**src/rtl/seg7_scan.sv**
```systemverilog
// seg7_scan: four-digit multiplexed common-anode seven-segment driver.
// A loaded value waits in a pending register. It is copied into the
// displayed (shadow) register only at a frame boundary, so a frame never
// mixes old and new digits. Seg, Dig and Frame are all registered.
module seg7_scan #(
  parameter int DIV      = 12500,  // clocks per digit slot (>= 4)
  parameter int GUARD    = 4,      // all-digits-off cycles at slot start
  parameter bit BLANK_LZ = 1'b1    // 1 = blank leading zero digits
) (
  input  logic        C,
  input  logic        R,
  input  logic [15:0] D,
  input  logic [3:0]  DP,
  input  logic        Load,
  output logic [7:0]  Seg,
  output logic [3:0]  Dig,
  output logic        Frame
);

  localparam int            CW       = $clog2(DIV);
  localparam logic [CW-1:0] CNT_MAX  = CW'(DIV - 1);
  localparam logic [CW-1:0] GUARD_CW = CW'(GUARD);

  // Hex nibble to active-low segments {g,f,e,d,c,b,a}.
  function automatic logic [6:0] hex_to_seg(input logic [3:0] nib);
    logic [6:0] s;
    case (nib)
      4'h0:    s = 7'h40;
      4'h1:    s = 7'h79;
      4'h2:    s = 7'h24;
      4'h3:    s = 7'h30;
      4'h4:    s = 7'h19;
      4'h5:    s = 7'h12;
      4'h6:    s = 7'h02;
      4'h7:    s = 7'h78;
      4'h8:    s = 7'h00;
      4'h9:    s = 7'h10;
      4'hA:    s = 7'h08;
      4'hB:    s = 7'h03;
      4'hC:    s = 7'h46;
      4'hD:    s = 7'h21;
      4'hE:    s = 7'h06;
      4'hF:    s = 7'h0E;
      default: s = 7'h7F;
    endcase
    return s;
  endfunction

  logic [CW-1:0] cnt_q, cnt_d;
  logic [1:0]    idx_q, idx_d;
  logic [15:0]   pend_val_q, pend_val_d;
  logic [3:0]    pend_dp_q, pend_dp_d;
  logic          pend_v_q, pend_v_d;
  logic [15:0]   shad_val_q, shad_val_d;
  logic [3:0]    shad_dp_q, shad_dp_d;
  logic [7:0]    seg_q, seg_d;
  logic [3:0]    dig_q, dig_d;
  logic          frame_q, frame_d;

  logic          slot_end_s;
  logic          frame_end_s;
  logic [3:0]    nib_s;
  logic          blank_s;
  logic          dp_s;

  // Slot and frame boundary detection from the current scan position.
  always_comb begin
    slot_end_s  = (cnt_q == CNT_MAX);
    frame_end_s = slot_end_s && (idx_q == 2'd3);
  end

  // Prescaler and slot index advance.
  always_comb begin
    cnt_d = cnt_q + CW'(1);
    idx_d = idx_q;
    if (slot_end_s) begin
      cnt_d = '0;
      idx_d = idx_q + 2'd1;
    end else begin
      cnt_d = cnt_q + CW'(1);
      idx_d = idx_q;
    end
  end

  // Pending capture and frame-boundary transfer into the shadow register;
  // a load on the boundary edge itself bypasses straight to the shadow.
  always_comb begin
    pend_val_d = pend_val_q;
    pend_dp_d  = pend_dp_q;
    pend_v_d   = pend_v_q;
    shad_val_d = shad_val_q;
    shad_dp_d  = shad_dp_q;
    if (Load) begin
      pend_val_d = D;
      pend_dp_d  = DP;
      pend_v_d   = 1'b1;
    end else begin
      pend_val_d = pend_val_q;
      pend_dp_d  = pend_dp_q;
    end
    if (frame_end_s) begin
      pend_v_d = 1'b0;
      if (Load) begin
        shad_val_d = D;
        shad_dp_d  = DP;
      end else if (pend_v_q) begin
        shad_val_d = pend_val_q;
        shad_dp_d  = pend_dp_q;
      end else begin
        shad_val_d = shad_val_q;
        shad_dp_d  = shad_dp_q;
      end
    end else begin
      shad_val_d = shad_val_q;
      shad_dp_d  = shad_dp_q;
    end
  end

  // Select the nibble for the active slot and decide leading-zero blanking.
  always_comb begin
    nib_s   = 4'h0;
    blank_s = 1'b0;
    case (idx_q)
      2'd0: begin
        nib_s   = shad_val_q[3:0];
        blank_s = 1'b0;
      end
      2'd1: begin
        nib_s   = shad_val_q[7:4];
        blank_s = (shad_val_q[15:4] == 12'h000);
      end
      2'd2: begin
        nib_s   = shad_val_q[11:8];
        blank_s = (shad_val_q[15:8] == 8'h00);
      end
      2'd3: begin
        nib_s   = shad_val_q[15:12];
        blank_s = (shad_val_q[15:12] == 4'h0);
      end
      default: begin
        nib_s   = 4'h0;
        blank_s = 1'b0;
      end
    endcase
    blank_s = blank_s && (BLANK_LZ != 1'b0);
    dp_s    = shad_dp_q[idx_q];
  end

  // Next values of the registered display outputs.
  always_comb begin
    seg_d   = {~dp_s, (blank_s ? 7'h7F : hex_to_seg(nib_s))};
    dig_d   = 4'hF;
    if (cnt_q < GUARD_CW) begin
      dig_d = 4'hF;
    end else begin
      dig_d = ~(4'b0001 << idx_q);
    end
    frame_d = frame_end_s;
  end

  // State and output registers with asynchronous reset.
  always_ff @(posedge C or posedge R) begin
    if (R) begin
      cnt_q      <= '0;
      idx_q      <= 2'd0;
      pend_val_q <= 16'h0000;
      pend_dp_q  <= 4'h0;
      pend_v_q   <= 1'b0;
      shad_val_q <= 16'h0000;
      shad_dp_q  <= 4'h0;
      seg_q      <= 8'hFF;
      dig_q      <= 4'hF;
      frame_q    <= 1'b0;
    end else begin
      cnt_q      <= cnt_d;
      idx_q      <= idx_d;
      pend_val_q <= pend_val_d;
      pend_dp_q  <= pend_dp_d;
      pend_v_q   <= pend_v_d;
      shad_val_q <= shad_val_d;
      shad_dp_q  <= shad_dp_d;
      seg_q      <= seg_d;
      dig_q      <= dig_d;
      frame_q    <= frame_d;
    end
  end

  assign Seg   = seg_q;
  assign Dig   = dig_q;
  assign Frame = frame_q;

endmodule

```
**config.mk**
```make
export PLATFORM = sky130hd
export DESIGN_NAME = seg7_scan
export DESIGN_NICKNAME = d
export VERILOG_FILES = /design/src/rtl/seg7_scan.sv
export SDC_FILE = /design/constraint.sdc
export NUM_CORES = 1
export LEC_CHECK = 0
export CAP_MARGIN = 20
export CELL_PAD_IN_SITES_DETAIL_PLACEMENT = 0
export CELL_PAD_IN_SITES_GLOBAL_PLACEMENT = 2
export CORE_ASPECT_RATIO = 0.6
export CORE_MARGIN = 3
export CORE_UTILIZATION = 43
export CTS_BUF_LIST = sky130_fd_sc_hd__clkbuf_4 sky130_fd_sc_hd__clkbuf_8
export DETAILED_ROUTE_END_ITERATION = 8
export PLACE_DENSITY = 0.95
export SKIP_CTS_REPAIR_TIMING = 1
export SLEW_MARGIN = 20
export SYNTH_ARGS = -nofsm -noshare
export SYNTH_HDL_FRONTEND = slang
export SYNTH_SLANG_ARGS = --single-unit
```
**constraint.sdc**
```tcl
create_clock -name C -period 4.29 [get_ports C]
set_clock_uncertainty 0.2 [all_clocks]
set_input_delay 0.6435 -clock C [delete_from_list [all_inputs] [get_ports C]]
set_output_delay 0.6435 -clock C [all_outputs]
set_load 0.1 [all_outputs]
```
==> results by group, run 1 <==
Critical path
  • CP required: 4.31 ns
  • Startpoint Class: register
  • R2r startpoint: cnt_q[9]
  • Crit path launch: cnt_q[9]
  • Worst EP arrival: 3.25 ns
  • Crit path kind: reg2reg
  • Critical Path Sink Type: register
  • Crit-path max FO: 20

Synth
  • Synth top area share: 46.07%
  • Post-synth ARST share: 100.0%
  • Synth warn: 0
  • Seq/Total Area, Yosys: 56.08%
  • Yosys top cell by area: dfrtp_1
  • Syn Inst Count: 243
  • Yosys cell types: 42
  • Post-synth EDFFs: 0
  • Flops & latches, synth: 70
  • Synth top area cells: dfrtp_1 46%, dfstp_2 10%, mux2_2 7.5%, mux2_1 7.1%, ha_1 4.8%
  • Mapped Nets: 278
  • Ys flop type: dfrtp_1
  • Synth Area per Inst: 12.97 um^2
  • Mapped Area: 3151 um^2

Floorplan
  • DIE WIDTH: 116.5 um
  • IO Pins: 36
  • DIE HEIGHT: 72.30 um
  • Row Count: 23
  • Core area: 6878 um^2
  • Starting density of the core: 45.81%
  • Die area: 8423 um^2

Place
  • Port bufs: 35
  • Post-place instance area: 3581 um^2
  • Final GP Congestion: 0.8372
  • Detail Placement HPWL: 4222 um
  • Dpl cells: 359

Finish
  • Layout area overhead: 20.21%
  • Share of layout cells above drive strength 1: 19.44%
  • Design Area, Final: 3787 um^2
  • Final core occ: 55.07%
  • # diodes: 0
  • Post-route insts no fill: 375
  • Final net count: 318

CTS
  • Skew-Pair Late Insertion Delay: 0.34 ns
  • Clock buffer count from CTS: 9
  • Worst-path clk slew: 0.07 ns
  • CTS sink cnt: 70
  • Root Buffer: clkbuf_8
  • H-tree levels: 3
  • CTS tree: done
  • CTS max path bufs: 2

Power and ir drop
  • PwrDens: 341.7 nW/um^2
  • Maximum VDD drop: 0.0001641 V
  • Tot Pwr: 1.294 mW
  • Leakage Power: 1.688 nW

Detailed routing
  • Antenna viol nets, final: 0
  • Routed vias/inst: 5.317
  • DRC: 0
  • Drt pass-1 iters: 4
  • WL final: 5962 um
  • Wire per inst: 15.90 um
  • DRT iter0 DRCs: 146
  • Routed via count: 1994

Timing
  • RSZ-0062 raised after global routing: no
  • Fmax: 309.3 MHz
  • Slew Limit Fails: 0
  • Slew @ Worst Pin: 0.9709 ns
  • Final hold vios: 0
  • Final-report setup violation count: 0
  • Fin crit period: 3.233 ns
  • Final period util: 75.36%
  • Setup tns final: 0 ns
  • Max transition margin: 35.07%

Run status
  • Run status: finished clean

Global route
  • Tot GR Track Use: 16.01%
  • First-pass GRT wire length: 10210 um
  • GR Util met3: 5.583%
  • Vias in the first global route: 1990
  • GRT busiest layer: met1
  • M2 GR Usage: 21.36%
  • Largest net degree at the start of global routing: 35
  • Initial antenna violation count: 0
  • Met1 GRT Util: 24.48%
  • Global route overflow: 0

Hold path
  • Hold Crit Start: shad_val_q[3]
  • Hold crit path type: reg2reg

Run
  • Max Cap Viol: 0
## power by group
group	internal (mW)	switching [mW]	leakage, nW
Combinational	0.0363	0.0285	0.715
Sequential	0.678	0.00430	0.870
Clock	0.288	0.258	0.103
## cell families (layout without fill, tap and decap cells)
| group | Yosys count | after routing | synth area share (%) |
|---|---|---|---|
| flip-flops | 70 | 70 | 56.08 |
| AND/OR/NAND/NOR | 52 | 52 | 9.214 |
| adder cells (fa/ha/maj) | 12 | 12 | 4.766 |
| AO/OA/AOI/OAI | 35 | 35 | 8.062 |
| XOR/XNOR | 11 | 11 | 3.058 |
| multiplexers | 44 | 44 | 16.00 |
| buffers and inverters | 19 | 64 | 2.820 |
## routing by layer
layer	wire (um)	part of all wire [%]
met1	3064	51
met2	2505	42
met3	363	6.1
met4	29	0.49
met5	0	0
## cells in the final DEF, fill, tap and decap left out, types with 4 or more instances in the layout
| cell | Yosys | layout |
|---|---|---|
| dfrtp_1 | 58 | 58 |
| clkdlybuf4s50_1 | 0 | 35 |
| mux2_2 | 21 | 21 |
| mux2_1 | 20 | 20 |
| dfstp_2 | 12 | 12 |
| ha_1 | 12 | 12 |
| nand2_1 | 11 | 11 |
| nor2_1 | 10 | 10 |
| clkbuf_8 | 0 | 10 |
| inv_1 | 10 | 9 |
| a21oi_1 | 8 | 8 |
| nand3_1 | 8 | 8 |
| xor2_1 | 6 | 6 |
| xnor2_1 | 5 | 5 |
| nor2b_1 | 4 | 4 |
| a211oi_1 | 4 | 4 |
## flip-flops by register name, summed over array words and instances (netlist names)
signal      count
pend_val_q     16
shad_val_q     16
cnt_q          14
Seg             8
Dig             4
pend_dp_q       4
shad_dp_q       4
idx_q           2
Frame           1
pend_v_q        1
## per-stage QoR
step,worst slack [ns],hold slack (ns)
after floorplan,1.698,0.2524
after global placement,1.136,0.2670
after detailed placement,1.022,0.2790
after CTS,1.023,0.2960
after global routing,0.8394,0.3174
final,1.057,0.2927
## worst paths after layout
kind                                 end  slack, ns  cells past startpoint
setup / recovery           shad_val_q[5]       1.06                      4
hold / removal             shad_val_q[3]       0.29                      1
setup reg to reg           shad_val_q[5]       1.06                      4
hold reg to reg            shad_val_q[3]       0.29                      1
max in group asynchronous         Seg[6]       2.70                      3
min in group asynchronous   pend_dp_q[1]       0.39                      2
## cell usage after synthesis (2+ instances only)
cell type / number
a211o_1: 3
mux2_2: 21
a211oi_1: 4
a21o_1: 2
dfrtp_1: 58
ha_1: 12
mux2i_1: 2
inv_1: 10
and3_1: 2
or4_1: 3
nor2b_1: 4
a21oi_1: 8
buf_6: 2
dfstp_2: 12
nand4_1: 3
o21ai_0: 3
o221ai_1: 3
a22oi_1: 3
buf_2: 2
mux2_1: 20
nor2_1: 10
xor2_1: 6
a222oi_1: 3
xnor2_1: 5
nor4_1: 3
nand3_1: 8
or3_1: 2
nand2_1: 11
clkbuf_1: 5
## area by class of cell
class / instances / area [um^2]
clock buffers: 10 / 137.6
clock inverters: 6 / 68.82
fillers: 604 / 3090
inverters: 10 / 37.54
multi-input cells: 154 / 1295
flip-flops and latches: 70 / 1767
well taps: 87 / 108.9
repair buffers: 38 / 372.9
## critical path: stages (launching register included)
cell and delay (ns):
dfrtp_1 0.41, or4_4 0.57, nor4_4 0.64, and3b_1 0.88
mux2_1 0.39
Note: power is estimated with default switching activity, not from simulation.
==> run 2: changes to the inputs <==
--- a/config.mk
+++ b/config.mk
@@ -10,10 +10,10 @@
 export CELL_PAD_IN_SITES_GLOBAL_PLACEMENT = 2
 export CORE_ASPECT_RATIO = 0.6
 export CORE_MARGIN = 3
-export CORE_UTILIZATION = 43
+export CORE_UTILIZATION = 36
 export CTS_BUF_LIST = sky130_fd_sc_hd__clkbuf_4 sky130_fd_sc_hd__clkbuf_8
 export DETAILED_ROUTE_END_ITERATION = 8
-export PLACE_DENSITY = 0.95
+export PLACE_DENSITY = 0.86
 export SKIP_CTS_REPAIR_TIMING = 1
 export SLEW_MARGIN = 20
 export SYNTH_ARGS = -nofsm -noshare
==> constraint.sdc (replaced) <==
create_clock -name C -period 2.8 [get_ports C]
set_clock_uncertainty 0.2 [all_clocks]
set_input_delay 0.42 -clock C [delete_from_list [all_inputs] [get_ports C]]
set_output_delay 0.42 -clock C [all_outputs]
set_load 0.1 [all_outputs]
==> run 2 against run 1 <==
Non-clock buffer count up 2. Register-to-register slack worse by 0.83 ns. Power up 46%. Final area up 0.23%. Final cell count up 6.1%. Sequential cell count unchanged. Core utilization down 8.7 points. Count of clock-buffer cells in the layout up 4. Combinational power up 56%. Via count up 1.2%. Critical endpoint is now Seg[3]. Largest power group unchanged.
==> results by group, run 2 (synthesized netlist as in run 1, its figures left out) <==
Timing
  • Final-report setup violation count: 0 (unchanged)
  • Final hold vios: 0 (unchanged)
  • Final period util: 92.04% (was 75.36%)
  • RSZ-0062 raised after global routing: yes (was no)
  • Max transition margin: 66.24% (was 35.07%)
  • Setup tns final: 0 ns (unchanged)
  • Fin crit period: 2.577 ns (was 3.233 ns)
  • Slew @ Worst Pin: 0.5064 ns (was 0.9709 ns)
  • Slew Limit Fails: 0 (unchanged)
  • Fmax: 388.1 MHz (was 309.3 MHz)

Critical path
  • R2R cell count: 9 (was 4)
  • R2R setup slack: 0.22 ns (was 1.06 ns)
  • Worst EP arrival: 2.66 ns (was 3.25 ns)
  • R2r startpoint: idx_q[0] (was cnt_q[9])
  • CP required: 2.88 ns (was 4.31 ns)
  • Critical-path top delay cell: a222oi_1 (was and3b_1)
  • Crit path kind: reg2reg (unchanged)
  • Worst path max stage delay: 0.42 ns (was 0.88 ns)
  • Critical Path Sink Type: register (unchanged)
  • RR Endpoint: Seg[3] (was shad_val_q[5])
  • Worst-path cell chain: inv_1 -> ha_1 -> a222oi_1 -> a21oi_2 -> inv_1 -> ha_1 -> a211oi_1 -> a211oi_1 -> o21ai_0 (was or4_4 -> nor4_4 -> and3b_1 -> mux2_1)
  • Startpoint Class: register (unchanged)
  • Crit-path max FO: 6 (was 20)

Floorplan
  • IO Pins: 36 (unchanged)
  • Row Count: 25 (was 23)
  • DIE HEIGHT: 78.47 um (was 72.30 um)
  • Die area: 9947 um^2 (was 8423 um^2)
  • Starting density of the core: 38.44% (was 45.81%)
  • DIE WIDTH: 126.8 um (was 116.5 um)
  • Core area: 8195 um^2 (was 6878 um^2)

Place
  • Detail Placement HPWL: 4199 um (was 4222 um)
  • Port bufs: 35 (unchanged)
  • Post-place instance area: 3602 um^2 (was 3581 um^2)
  • Final GP Congestion: 0.8221 (was 0.8372)

Detailed routing
  • DRT iter0 DRCs: 120 (was 146)
  • Drt pass-1 iters: 7 (was 4)
  • Antenna viol nets, final: 0 (unchanged)
  • Routed vias/inst: 5.068 (was 5.317)
  • Wire per inst: 14.90 um (was 15.90 um)
  • DRC: 0 (unchanged)
  • Routed via count: 2017 (was 1994)
  • WL final: 5929 um (was 5962 um)

CTS
  • Skew-Pair Late Insertion Delay: 0.35 ns (was 0.34 ns)
  • Clock buffer count from CTS: 9 (unchanged)
  • H-tree levels: 3 (unchanged)
  • CTS sink cnt: 70 (unchanged)
  • Root Buffer: clkbuf_8 (unchanged)
  • CTS tree: done (unchanged)
  • Worst-path clk slew: 0.07 ns (about the same)
  • CTS max path bufs: 2 (unchanged)

Power and ir drop
  • PwrDens: 498.7 nW/um^2 (was 341.7 nW/um^2)
  • Leakage Power: 1.717 nW (was 1.688 nW)
  • Maximum VDD drop: 0.0002967 V (was 0.0001641 V)

Finish
  • Design Area, Final: 3796 um^2 (was 3787 um^2)
  • Most frequent cells in the layout: 58 x dfrtp_1, 22 x clkdlybuf4s50_1, 21 x mux2_2, 20 x mux2_1, 17 x buf_4 (was 58 x dfrtp_1, 35 x clkdlybuf4s50_1, 21 x mux2_2, 20 x mux2_1)
  • Fill cell count: 754 (was 604)
  • Share of layout cells above drive strength 1: 25.17% (was 19.44%)
  • Top Registers: pend_val_q (16), shad_val_q (16), cnt_q (14) (unchanged)
  • Commonest non-fill, non-tap cell in the layout: dfrtp_1 (unchanged)
  • # diodes: 0 (unchanged)
  • Flip-flop and latch area: 1767 um^2 (unchanged)
  • Area of the multi-input gates: 1305 um^2 (was 1295 um^2)
  • Final net count: 320 (was 318)
  • Layout area overhead: 20.49% (was 20.21%)

Global route
  • Initial antenna violation count: 0 (unchanged)
  • First-pass GRT wire length: 10540 um (was 10210 um)
  • Vias in the first global route: 2092 (was 1990)
  • Largest net degree at the start of global routing: 71 (was 35)
  • Global route overflow: 0 (unchanged)
  • Tot GR Track Use: 13.60% (was 16.01%)

Run
  • Max Cap Viol: 0 (unchanged)

Run status
  • Run status: finished clean (unchanged)

Hold path
  • Hold crit path type: in2async (was reg2reg)
run 2: how the worst max path moves through the flow:
stage	from	end	slack [ns]	cells past startpoint
after floorplan	idx_q[0]	Seg[0]	0.42	10
after global placement	idx_q[0]	Seg[0]	0.29	9
after detailed placement	idx_q[0]	Seg[0]	0.16	9
after CTS	idx_q[0]	Seg[0]	0.13	9
after global routing	idx_q[0]	Seg[3]	-0.02	9
final	idx_q[0]	Seg[3]	0.22	9
run 2: area by class of cell:
cell class	count	share of cell area [%]
Clock buffer	14	4.581
Clock inverter	2	0.2637
Inverter	10	0.9888
Multi-Input combinational cell	154	34.38
Sequential cell	70	46.54
Tap cell	108	3.560
Timing Repair Buffer	40	9.690
run 2: critical path, delay by kind of cell (launching register included):
| family | cells | cell delay, ns |
|---|---|---|
| fa+ha+maj | 2 | 0.56 |
| buf+inv | 2 | 0.27 |
| flops | 1 | 0.41 |
| compound gates | 5 | 1.06 |
run 2: per-stage QoR:
stage / instances / hold slack [ns] / setup slack, ns / utilization, % / total power [mW]
after CTS: 398 / 0.2687 / 0.1321 / 46.20 / 1.932
final: 398 / 0.2618 / 0.2230 / 46.32 / 1.893
after floorplan: 243 / 0.2524 / 0.4200 / - / 1.117
after global routing: 398 / 0.3103 / -0.02138 / 46.32 / 1.994
after detailed placement: 382 / 0.2749 / 0.1630 / 43.95 / 1.170
after global placement: 382 / 0.2725 / 0.2920 / 43.95 / 1.166
run 2: where the power goes:
part,total [mW],leakage (nW),switching [mW],internal (mW)
Clock,0.745,0.101,0.348,0.397
Combinational,0.101,0.746,0.0439,0.0569
Sequential,1.05,0.870,0.00641,1.04
run 2: per-layer routing:
layer	vias to the layer above	global-route usage, %	part of all wire, %
li1	966	-	-
met1	1004	18.88	51
met2	39	18.88	42
met3	8	5.370	5.5
met4	0	5.460	1.3
met5	-	0	0
==> run 3: changes to the inputs <==
==> config.mk (replaced) <==
export PLATFORM = sky130hd
export DESIGN_NAME = seg7_scan
export DESIGN_NICKNAME = d
export VERILOG_FILES = /design/src/rtl/seg7_scan.sv
export SDC_FILE = /design/constraint.sdc
export NUM_CORES = 1
export LEC_CHECK = 0
export CAP_MARGIN = 20
export CORE_ASPECT_RATIO = 0.6
export CORE_MARGIN = 3
export CORE_UTILIZATION = 52
export CTS_BUF_LIST = sky130_fd_sc_hd__clkbuf_4 sky130_fd_sc_hd__clkbuf_8
export DETAILED_ROUTE_END_ITERATION = 8
export PLACE_DENSITY = 0.86
export SKIP_CTS_REPAIR_TIMING = 1
export SLEW_MARGIN = 0
export SYNTH_ARGS = -nofsm -noshare
export SYNTH_HDL_FRONTEND = slang
export SYNTH_SLANG_ARGS = --single-unit
==> run 3 against run 2 <==
Routed wire length up 2.2%. Combinational power about the same. Register-to-register slack worse by 0.07 ns. Critical path type unchanged. Fmax down 2.5%. Sequential power about the same. Die area down 29%. Via count up 4.1%.
==> results by group, run 3 (synthesized netlist as in run 1, its figures left out) <==
Detailed routing
  • Wire per inst: 16.37 um (was 14.90 um)
  • Drt pass-1 iters: 4 (was 7)
  • Routed via count: 2099 (was 2017)
  • WL final: 6058 um (was 5929 um)
  • Antenna viol nets, final: 0 (unchanged)
  • DRT iter0 DRCs: 171 (was 120)
  • DRC: 0 (unchanged)
  • Routed vias/inst: 5.673 (was 5.068)

Floorplan
  • DIE HEIGHT: 66.29 um (was 78.47 um)
  • DIE WIDTH: 106.5 um (was 126.8 um)
  • IO Pins: 36 (unchanged)
  • Core area: 5702 um^2 (was 8195 um^2)
  • Starting density of the core: 55.26% (was 38.44%)
  • Row Count: 21 (was 25)
  • Die area: 7059 um^2 (was 9947 um^2)

Finish
  • Flip-flop and latch area: 1767 um^2 (unchanged)
  • Final net count: 320 (unchanged)
  • Final core occ: 66.34% (was 46.32%)
  • Most frequent cells in the layout: 58 x dfrtp_1, 22 x clkdlybuf4s50_1, 21 x mux2_2, 20 x mux2_1, 17 x buf_4 (unchanged)
  • Share of layout cells above drive strength 1: 25.17% (unchanged)
  • Commonest non-fill, non-tap cell in the layout: dfrtp_1 (unchanged)
  • Fill cell count: 424 (was 754)
  • Layout area overhead: 20.06% (was 20.49%)
  • Area of the multi-input gates: 1305 um^2 (unchanged)
  • # diodes: 0 (unchanged)
  • Top Registers: pend_val_q (16), shad_val_q (16), cnt_q (14) (unchanged)

Timing
  • Max transition margin: 60.65% (was 66.24%)
  • Final hold vios: 0 (unchanged)
  • RSZ-0062 raised after global routing: yes (unchanged)
  • Min Hold Slack: 0.2675 ns (was 0.2618 ns)
  • Slew @ Worst Pin: 0.5903 ns (was 0.5064 ns)
  • Final-report setup violation count: 0 (unchanged)
  • Final period util: 94.40% (was 92.04%)
  • Fmax: 378.3 MHz (was 388.1 MHz)
  • Fin crit period: 2.643 ns (was 2.577 ns)
  • Slew Limit Fails: 0 (unchanged)

Place
  • Final GP Congestion: 0.8371 (was 0.8221)
  • Detail Placement HPWL: 4239 um (was 4199 um)
  • Port bufs: 35 (unchanged)

CTS
  • CTS max path bufs: 2 (unchanged)
  • Worst-path clk slew: 0.07 ns (about the same)
  • H-tree levels: 3 (unchanged)
  • Skew-Pair Late Insertion Delay: 0.35 ns (about the same)
  • CTS tree: done (unchanged)
  • Root Buffer: clkbuf_8 (unchanged)
  • CTS sink cnt: 70 (unchanged)
  • Clock buffer count from CTS: 9 (unchanged)

Power and ir drop
  • Tot Pwr: 1.973 mW (was 1.893 mW)
  • Leakage Power: 1.719 nW (was 1.717 nW)
  • PwrDens: 521.6 nW/um^2 (was 498.7 nW/um^2)
  • Maximum VDD drop: 0.0003329 V (was 0.0002967 V)

Global route
  • Met1 GRT Util: 27.82% (was 18.88%)
  • GRT busiest layer: met1 (was met2)
  • Initial antenna violation count: 0 (unchanged)
  • Vias in the first global route: 2039 (was 2092)
  • M2 GR Usage: 26.58% (was 18.88%)
  • Global route overflow: 0 (unchanged)
  • GR Util met3: 6.927% (was 5.370%)
  • Tot GR Track Use: 19.16% (was 13.60%)
  • Largest net degree at the start of global routing: 71 (unchanged)
  • First-pass GRT wire length: 10180 um (was 10540 um)

Critical path
  • Critical Path Sink Type: register (unchanged)
  • R2r startpoint: idx_q[0] (unchanged)
  • Startpoint Class: register (unchanged)
  • Worst EP arrival: 2.70 ns (was 2.66 ns)
  • Crit-path max FO: 6 (unchanged)
  • R2R cell count: 9 (unchanged)
  • Crit path kind: reg2reg (unchanged)
  • CP required: 2.86 ns (was 2.88 ns)
  • R2R setup slack: 0.16 ns (was 0.22 ns)
  • RR Endpoint: Seg[3] (unchanged)

Run
  • Max Cap Viol: 0 (unchanged)

Run status
  • Run status: finished clean (unchanged)

Hold path
  • Hold crit path type: in2async (unchanged)
## run 3: cell types whose count changed in the layout (fill, tap and decap cells not counted)
cell	previous run	this run
clkbuf_4	3	1
clkinvlp_4	0	1
clkbuf_8	11	10
bufinv_16	0	1
clkinv_2	2	1
clkinv_4	0	2
## run 3: worst max path at each step
stage	start	end	cells after the start
after global placement	idx_q[0]	Seg[3]	9
after detailed placement	idx_q[0]	Seg[0]	9
after floorplan	idx_q[0]	Seg[0]	10
final	idx_q[0]	Seg[3]	9
after CTS	idx_q[0]	Seg[3]	9
after global routing	idx_q[0]	Seg[3]	9
## run 3: per-stage QoR
step / TNS [ns] / worst slack [ns] / cells / instance area (um^2)
6_report: 0 / 0.1567 / 370 / 3782
5_1_grt: -0.008742 / -0.008742 / 370 / 3782
4_1_cts: 0 / 0.1360 / 370 / 3772
3_5_place_dp: 0 / 0.1582 / 354 / 3567
3_3_place_gp: 0 / 0.3194 / 354 / 3567
2_1_floorplan: 0 / 0.4200 / 243 / 3151
## run 3: per-layer routing
layer / routed length (um) / up-vias / share of wire (%)
li1: - / 964 / -
met1: 2913 / 1055 / 48
met2: 2685 / 69 / 44
met3: 390 / 11 / 6.4
met4: 69 / 0 / 1.1
met5: 0 / - / 0
## run 3: final cells by class
| class | count | share of cell area (%) |
|---|---|---|
| well taps | 80 | 2.646 |
| clock inverters | 5 | 1.588 |
| repair buffers | 40 | 9.725 |
| flip-flops and latches | 70 | 46.71 |
| clock buffers | 11 | 3.837 |
| multi-input cells | 154 | 34.50 |
| inverters | 10 | 0.9924 |
## run 3: critical path: stages, from the launching register on
cell	delay, ns
dfrtp_1	0.43
inv_1	0.13
ha_1	0.29
a222oi_1	0.47
a21oi_2	0.16
inv_1	0.14
ha_1	0.27
a211oi_1	0.19
a211oi_1	0.07
o21ai_0	0.21
## run 3: power by group
part | switching (mW) | internal (mW)
sequential | 0.00765 | 1.04
clock | 0.375 | 0.447
combinational | 0.0463 | 0.0570
